### src/rtl/mult_batch_pkg.sv
// Shared definitions for the multiplier batch controller.
// Contents:
//   S_IDLE/S_INPUT/S_EXEC/S_OUTPUT   two-bit state encodings (also driven on STATE)
//   DEPTH_DEFAULT                    default batch size in operand pairs
//   CW_DEFAULT                       default counter width, wide enough to hold DEPTH_DEFAULT
//   cnt_width()                      counter width needed to represent the value depth
package mult_batch_pkg;

    localparam logic [1:0] S_IDLE   = 2'd0;
    localparam logic [1:0] S_INPUT  = 2'd1;
    localparam logic [1:0] S_EXEC   = 2'd2;
    localparam logic [1:0] S_OUTPUT = 2'd3;

    // Counters must hold the value depth itself, not just depth-1.
    function automatic int cnt_width(input int depth);
        return $clog2(depth) + 1;
    endfunction

    localparam int DEPTH_DEFAULT = 16;
    localparam int CW_DEFAULT    = cnt_width(DEPTH_DEFAULT);

endpackage

### src/rtl/mult_batch_ctrl_counter.sv
// batch_counter: CW-bit up-counter used for the per-phase transfer counts.
// Ports:
//   clk    in   rising-edge clock
//   rst_n  in   asynchronous active-low reset
//   clr    in   synchronous clear (wins over en)
//   en     in   count enable
//   count  out  current count
//   tc     out  terminal flag: count == DEPTH-1 while en is high
module batch_counter
    import mult_batch_pkg::*;
#(
    parameter int CW    = CW_DEFAULT,
    parameter int DEPTH = DEPTH_DEFAULT
) (
    input  logic          clk,
    input  logic          rst_n,
    input  logic          clr,
    input  logic          en,
    output logic [CW-1:0] count,
    output logic          tc
);

    localparam logic [CW-1:0] LAST = CW'(DEPTH - 1);

    always_ff @(posedge clk or negedge rst_n) begin
        if (!rst_n) begin
            count <= '0;
        end else if (clr) begin
            count <= '0;
        end else if (en) begin
            count <= count + CW'(1);
        end
    end

    assign tc = en && (count == LAST);

endmodule

### src/rtl/mult_batch_ctrl.sv
// mult_batch_ctrl: sequences one batch of DEPTH operand pairs through
// operand FIFO -> combinational multiplier -> result FIFO.
//
// state    | meaning
// ---------+-----------------------------------------------------------
// S_IDLE   | waiting for START; final X_VALID/DONE land here
// S_INPUT  | requesting pairs from the source, writing operand FIFO
// S_EXEC   | reading operand FIFO, result FIFO written one cycle later
// S_OUTPUT | reading result FIFO, X_VALID one cycle later
//
// Ports:
//   CLK, RST                      clock, async active-low reset
//   START, HALT, ACK              batch start, abort (level), source valid
//   REQ_AB                        request operand pairs from the source
//   FIFO0_WR/RD, FIFO0_EMPTY      operand FIFO strobes and status
//   FIFO1_WR/RD, FIFO1_AFULL/EMPTY result FIFO strobes and status
//   X_VALID                       result FIFO DOUT holds a valid product
//   BUSY, DONE, ABORT, STATE      status and debug
module mult_batch_ctrl
    import mult_batch_pkg::*;
#(
    parameter int DEPTH = DEPTH_DEFAULT,
    parameter int CW    = cnt_width(DEPTH)
) (
    input  logic       CLK,
    input  logic       RST,
    input  logic       START,
    input  logic       HALT,
    input  logic       ACK,
    output logic       REQ_AB,
    output logic       FIFO0_WR,
    input  logic       FIFO0_EMPTY,
    output logic       FIFO0_RD,
    output logic       FIFO1_WR,
    input  logic       FIFO1_AFULL,
    input  logic       FIFO1_EMPTY,
    output logic       FIFO1_RD,
    output logic       X_VALID,
    output logic       BUSY,
    output logic       DONE,
    output logic       ABORT,
    output logic [1:0] STATE
);

    localparam logic [CW-1:0] DEPTH_C = CW'(DEPTH);

    logic [1:0]    state_q;
    logic [1:0]    state_d;
    logic [CW-1:0] in_cnt;
    logic [CW-1:0] ex_cnt;
    logic [CW-1:0] out_cnt;
    logic          in_tc;
    logic          ex_tc;
    logic          out_tc;
    logic          start_go;
    logic          halt_take;
    logic          fifo1_wr_q;
    logic          x_valid_q;
    logic          done_q;
    logic          abort_q;
    logic [CW:0]   rd_issued;

    assign start_go  = (state_q == S_IDLE) && START && !HALT;
    assign halt_take = (state_q != S_IDLE) && HALT;

    // Reads issued so far = completed result writes plus the one in flight.
    assign rd_issued = {1'b0, ex_cnt} + {{CW{1'b0}}, fifo1_wr_q};

    assign REQ_AB   = (state_q == S_INPUT) && (in_cnt < DEPTH_C) && !HALT;
    assign FIFO0_WR = REQ_AB && ACK;
    assign FIFO0_RD = (state_q == S_EXEC) && !FIFO0_EMPTY && !FIFO1_AFULL && !HALT
                      && (rd_issued < {1'b0, DEPTH_C});
    assign FIFO1_RD = (state_q == S_OUTPUT) && !FIFO1_EMPTY && !HALT
                      && (out_cnt < DEPTH_C);

    batch_counter #(.CW(CW), .DEPTH(DEPTH)) u_in_cnt (
        .clk   (CLK),
        .rst_n (RST),
        .clr   (start_go),
        .en    (FIFO0_WR),
        .count (in_cnt),
        .tc    (in_tc)
    );

    batch_counter #(.CW(CW), .DEPTH(DEPTH)) u_ex_cnt (
        .clk   (CLK),
        .rst_n (RST),
        .clr   (start_go),
        .en    (fifo1_wr_q),
        .count (ex_cnt),
        .tc    (ex_tc)
    );

    batch_counter #(.CW(CW), .DEPTH(DEPTH)) u_out_cnt (
        .clk   (CLK),
        .rst_n (RST),
        .clr   (start_go),
        .en    (FIFO1_RD),
        .count (out_cnt),
        .tc    (out_tc)
    );

    always_comb begin
        state_d = state_q;
        case (state_q)
            S_IDLE: begin
                if (start_go) state_d = S_INPUT;
            end
            S_INPUT: begin
                if (HALT)       state_d = S_IDLE;
                else if (in_tc) state_d = S_EXEC;
            end
            S_EXEC: begin
                if (HALT)       state_d = S_IDLE;
                else if (ex_tc) state_d = S_OUTPUT;
            end
            S_OUTPUT: begin
                if (HALT || out_tc) state_d = S_IDLE;
            end
            default: state_d = S_IDLE;
        endcase
    end

    always_ff @(posedge CLK or negedge RST) begin
        if (!RST) begin
            state_q    <= S_IDLE;
            fifo1_wr_q <= 1'b0;
            x_valid_q  <= 1'b0;
            done_q     <= 1'b0;
            abort_q    <= 1'b0;
        end else begin
            state_q    <= state_d;
            fifo1_wr_q <= FIFO0_RD;
            x_valid_q  <= FIFO1_RD;
            // out_tc only fires on the last non-halted read, so an aborted
            // batch can never produce DONE.
            done_q     <= out_tc;
            abort_q    <= halt_take;
        end
    end

    assign FIFO1_WR = fifo1_wr_q;
    assign X_VALID  = x_valid_q;
    assign DONE     = done_q;
    assign ABORT    = abort_q;
    assign BUSY     = (state_q != S_IDLE);
    assign STATE    = state_q;

endmodule

### config.mk
export PLATFORM = sky130hd
export DESIGN_NAME = mult_batch_ctrl
export DESIGN_NICKNAME = d
export VERILOG_FILES = /design/src/rtl/mult_batch_pkg.sv /design/src/rtl/mult_batch_ctrl_counter.sv /design/src/rtl/mult_batch_ctrl.sv
export SDC_FILE = /design/constraint.sdc
export NUM_CORES = 1
export LEC_CHECK = 0
export BUFFER_PORTS_ARGS = -buffer_cell sky130_fd_sc_hd__buf_2
export CORE_MARGIN = 2
export CORE_UTILIZATION = 57
export CTS_CLUSTER_SIZE = 24
export DETAILED_ROUTE_END_ITERATION = 12
export PLACE_DENSITY = 0.86
export REMOVE_ABC_BUFFERS = 1
export SYNTH_ARGS = -nofsm -noshare
export SYNTH_HDL_FRONTEND = slang
export SYNTH_SLANG_ARGS = --single-unit
### constraint.sdc
create_clock -name CLK -period 4.61 [get_ports CLK]
set_clock_uncertainty 0.15 [all_clocks]
set_input_delay 0.2305 -clock CLK [delete_from_list [all_inputs] [get_ports CLK]]
set_output_delay 0.2305 -clock CLK [all_outputs]
set_load 0.03 [all_outputs]
==> out/results.tsv <==
stage	metric	value	unit
critical_path	worstPathRequired	4.23	ns
job	drv_cap	0	
synth	ys.flop_type	dfrtp_1	
timing	fin_tns_setup	0	ns
placement	dp_cells	140	
die	die_area	0.00224	sq mm
synth	yosys_warnings	0	
clocking	cts.sinks	21	
global_route	grt_pass1_vias	734	
power	total_power	0.313	mW
placement	portBuffers	18	
placement	place_hpwl	1460	microns
global_route	grt_max_degree	22	
synth	synth_seq_area_share	49.1	%
cells_and_area	layout_commonest_cell	dfrtp_1	
timing	grt_setup_unrepaired	no	
cells_and_area	drive_above_1_share	20.8	%
clocking	cts_buffers	3	
drt	num_vias	797	
placement	pre_cts_slack	2.68	ns
timing	period_needed	2.26	ns
global_route	grt_first_pass_wirelength	3150	microns
drt	via_per_inst	5.50	
die	start_util	61.3	%
power	p_switching	0.0775	mW
die	die_h	47.3	microns
timing	finalWorstSetupSlack	2.35	ns
cells_and_area	final_cell_mix	dfrtp_1, buf_2, nand2_1	
synth	synth_edf_count	0	
worst_hold_path	hp-class	in -> reg	
clocking	clk_pin_slew	0.10	ns
status	status	finished, final reports clean	
power	swShare	24.8	%
clocking	cts_max_path_buffers	2	
die	num_rows	15	
cells_and_area	utilization	69.8	%
clocking	cts_tree	built	
synth	yosysTopAreaCell	dfrtp_1	
drt	met2_wirelength	921	microns
synth	synthDistinctLibCells	33	
timing	finalSetupViolCount	0	
clocking	root_buffer	clkbuf_4	
power	pwr-share-comb	10.2	%
cells_and_area	postLayoutCellArea	0.00122	sq mm
timing	fmax	442	MHz
critical_path	cp_max_fo	9	
clocking	clk_latency	0.30	ns
power	p_per_area	257	mW/mm^2
timing	hold_violations	0	
global_route	antenna_found_initial	0	
timing	slew_headroom	57.6	%
cells_and_area	final_net_count	135	
die	coreArea	0.00175	sq mm
power	p_int	0.235	mW
power	p_leak	0.622	nW
synth	synth_top_cell_area_share	49.1	%
synth	yosys-top-cells-area	dfrtp_1, ha_1, mux2i_1	
drt	post_drt_wl_per_cell	13.3	microns
synth	syn-instance-count	99	
critical_path	path_cells	nor3b_1 > nand2_1 > inv_1 > buf_2	
synth	netlist_area	0.00107	sq mm
critical_path	critPathKind	reg -> out	
placement	gp_congestion	0.787	
synth	async_flop_share	100	%
critical_path	cpPeakStageDelay	0.59	ns
drt	wl_met1	894	microns
critical_path	critPathLaunchType	flip-flop	
cells_and_area	filler_cell_count	135	
global_route	track_usage	20.8	%
timing	worstMarginPinSlew	0.634	ns
cells_and_area	antennaDiodeCount	0	
power	max-vdd-ir-drop	0.209	mV
drt	wl	1930	microns
placement	placed_cell_area	0.00118	sq mm
power	clock_power_share	27.4	%
power	pwr-share-seq	62.4	%
timing	fin_hold_ws	0.0286	ns
cells_and_area	instances_no_fill	145	
cells_and_area	synthToLayoutAreaGrowth	13.9	%
die	ioPinCount	19	
critical_path	cp_slowest_cell	nor3b_1	
synth	avgSynthCellArea	10.8	sq um
timing	maxSlewViolCount	0	
drt	dr.pass1.iters	4	
global_route	grt-ovfl-total	0	
drt	ant_nets	0	
synth	ys_seq_elements	21	
timing	finalCritPeriodShare	49.1	%
clocking	htreeDepth	1	
drt	first_iter_violations	6	
drt	post-route-drc-count	0	
critical_path	arrival	1.88	ns
critical_path	worst_setup_path_end_kind	primary output	
drt	wl_met3	78	microns
die	die_w	47.3	microns
drt	maxUsedRoutingLayer	met4	
==> what timing repair did <==
| action | CTS | global route |
|---|---|---|
| buffers inserted | 0 | 0 |
| hold buffers | 1 | 0 |
| resized for setup | 0 | 0 |
| endpoints found under the hold margin | 21 | 0 |
==> synthesized netlist by cell type, types with 3 or more instances <==
master and instances:
and2_1 3, and3_1 5, dfrtp_1 21, ha_1 6
inv_1 6, mux2i_1 7, nand2_1 9, nand3_1 5
nor2_1 8
==> layer usage <==
layer | up-vias | GRT usage, %
met5 | - | 0
met4 | 0 | 15.0
met3 | 4 | 3.85
met2 | 16 | 31.9
met1 | 375 | 26.0
li1 | 402 | -
==> worst paths after layout <==
| path | depth (start not counted) | end | startpoint | slack, ns |
|---|---|---|---|---|
| setup reg to reg | 6 | STATE[0]$_DFFE_PN0P_ | u_out_cnt.count[0]$_DFFE_PN0P_ | 2.67 |
| max in group asynchronous | 2 | u_ex_cnt.count[1]$_DFFE_PN0P_ | RST | 3.75 |
| min in group asynchronous | 2 | u_out_cnt.count[3]$_DFFE_PN0P_ | RST | 0.25 |
| hold / removal | 3 | FIFO1_WR$_DFF_PN0_ | FIFO0_EMPTY | 0.03 |
| hold reg to reg | 1 | u_in_cnt.count[3]$_DFFE_PN0P_ | u_in_cnt.count[3]$_DFFE_PN0P_ | 0.33 |
| setup / recovery | 4 | FIFO0_WR | STATE[1]$_DFFE_PN0P_ | 2.35 |
==> worst max-delay path, delay by kind of cell (launching register included) <==
family	cells	cell delay (ns)
and+or+nand+nor	2	0.83
buffers and inverters	2	0.27
DFF	1	0.49
==> registers in the layout, indices dropped and copies added, names as in the netlist <==
name	cells
FIFO1_WR	1
STATE	2
u_out_cnt.count	5
ABORT	1
X_VALID	1
u_ex_cnt.count	5
DONE	1
u_in_cnt.count	5
==> logic make-up after synthesis <==
logic type	synth area share (%)
AO/OA/AOI/OAI	6.78
multiplexers	6.55
flip-flops	49.1
adder cells (fa/ha/maj)	7.02
AND/OR/NAND/NOR	25.1
XOR/XNOR	2.46
buffers and inverters	2.92
==> area by class of cell <==
type	count	area (sq um)	area share (%)
tap	25	31.3	2.57
timing repair buffer	19	100	8.21
multi-input combinational	70	513	42.1
sequential	21	526	43.1
inverter	6	22.5	1.85
clock buffer	4	26.3	2.16
==> power groups by stage <==
stage / combinational, mW / sequential, mW / clock (mW)
global placement: 0.0304 / 0.198 / 0
CTS: 0.0329 / 0.195 / 0.0879
finish: 0.0320 / 0.195 / 0.0858
floorplan: 0.0160 / 0.199 / 0
detailed placement: 0.0321 / 0.199 / 0
global route: 0.0359 / 0.196 / 0.0975
Note: power is estimated with default switching activity, not from simulation.
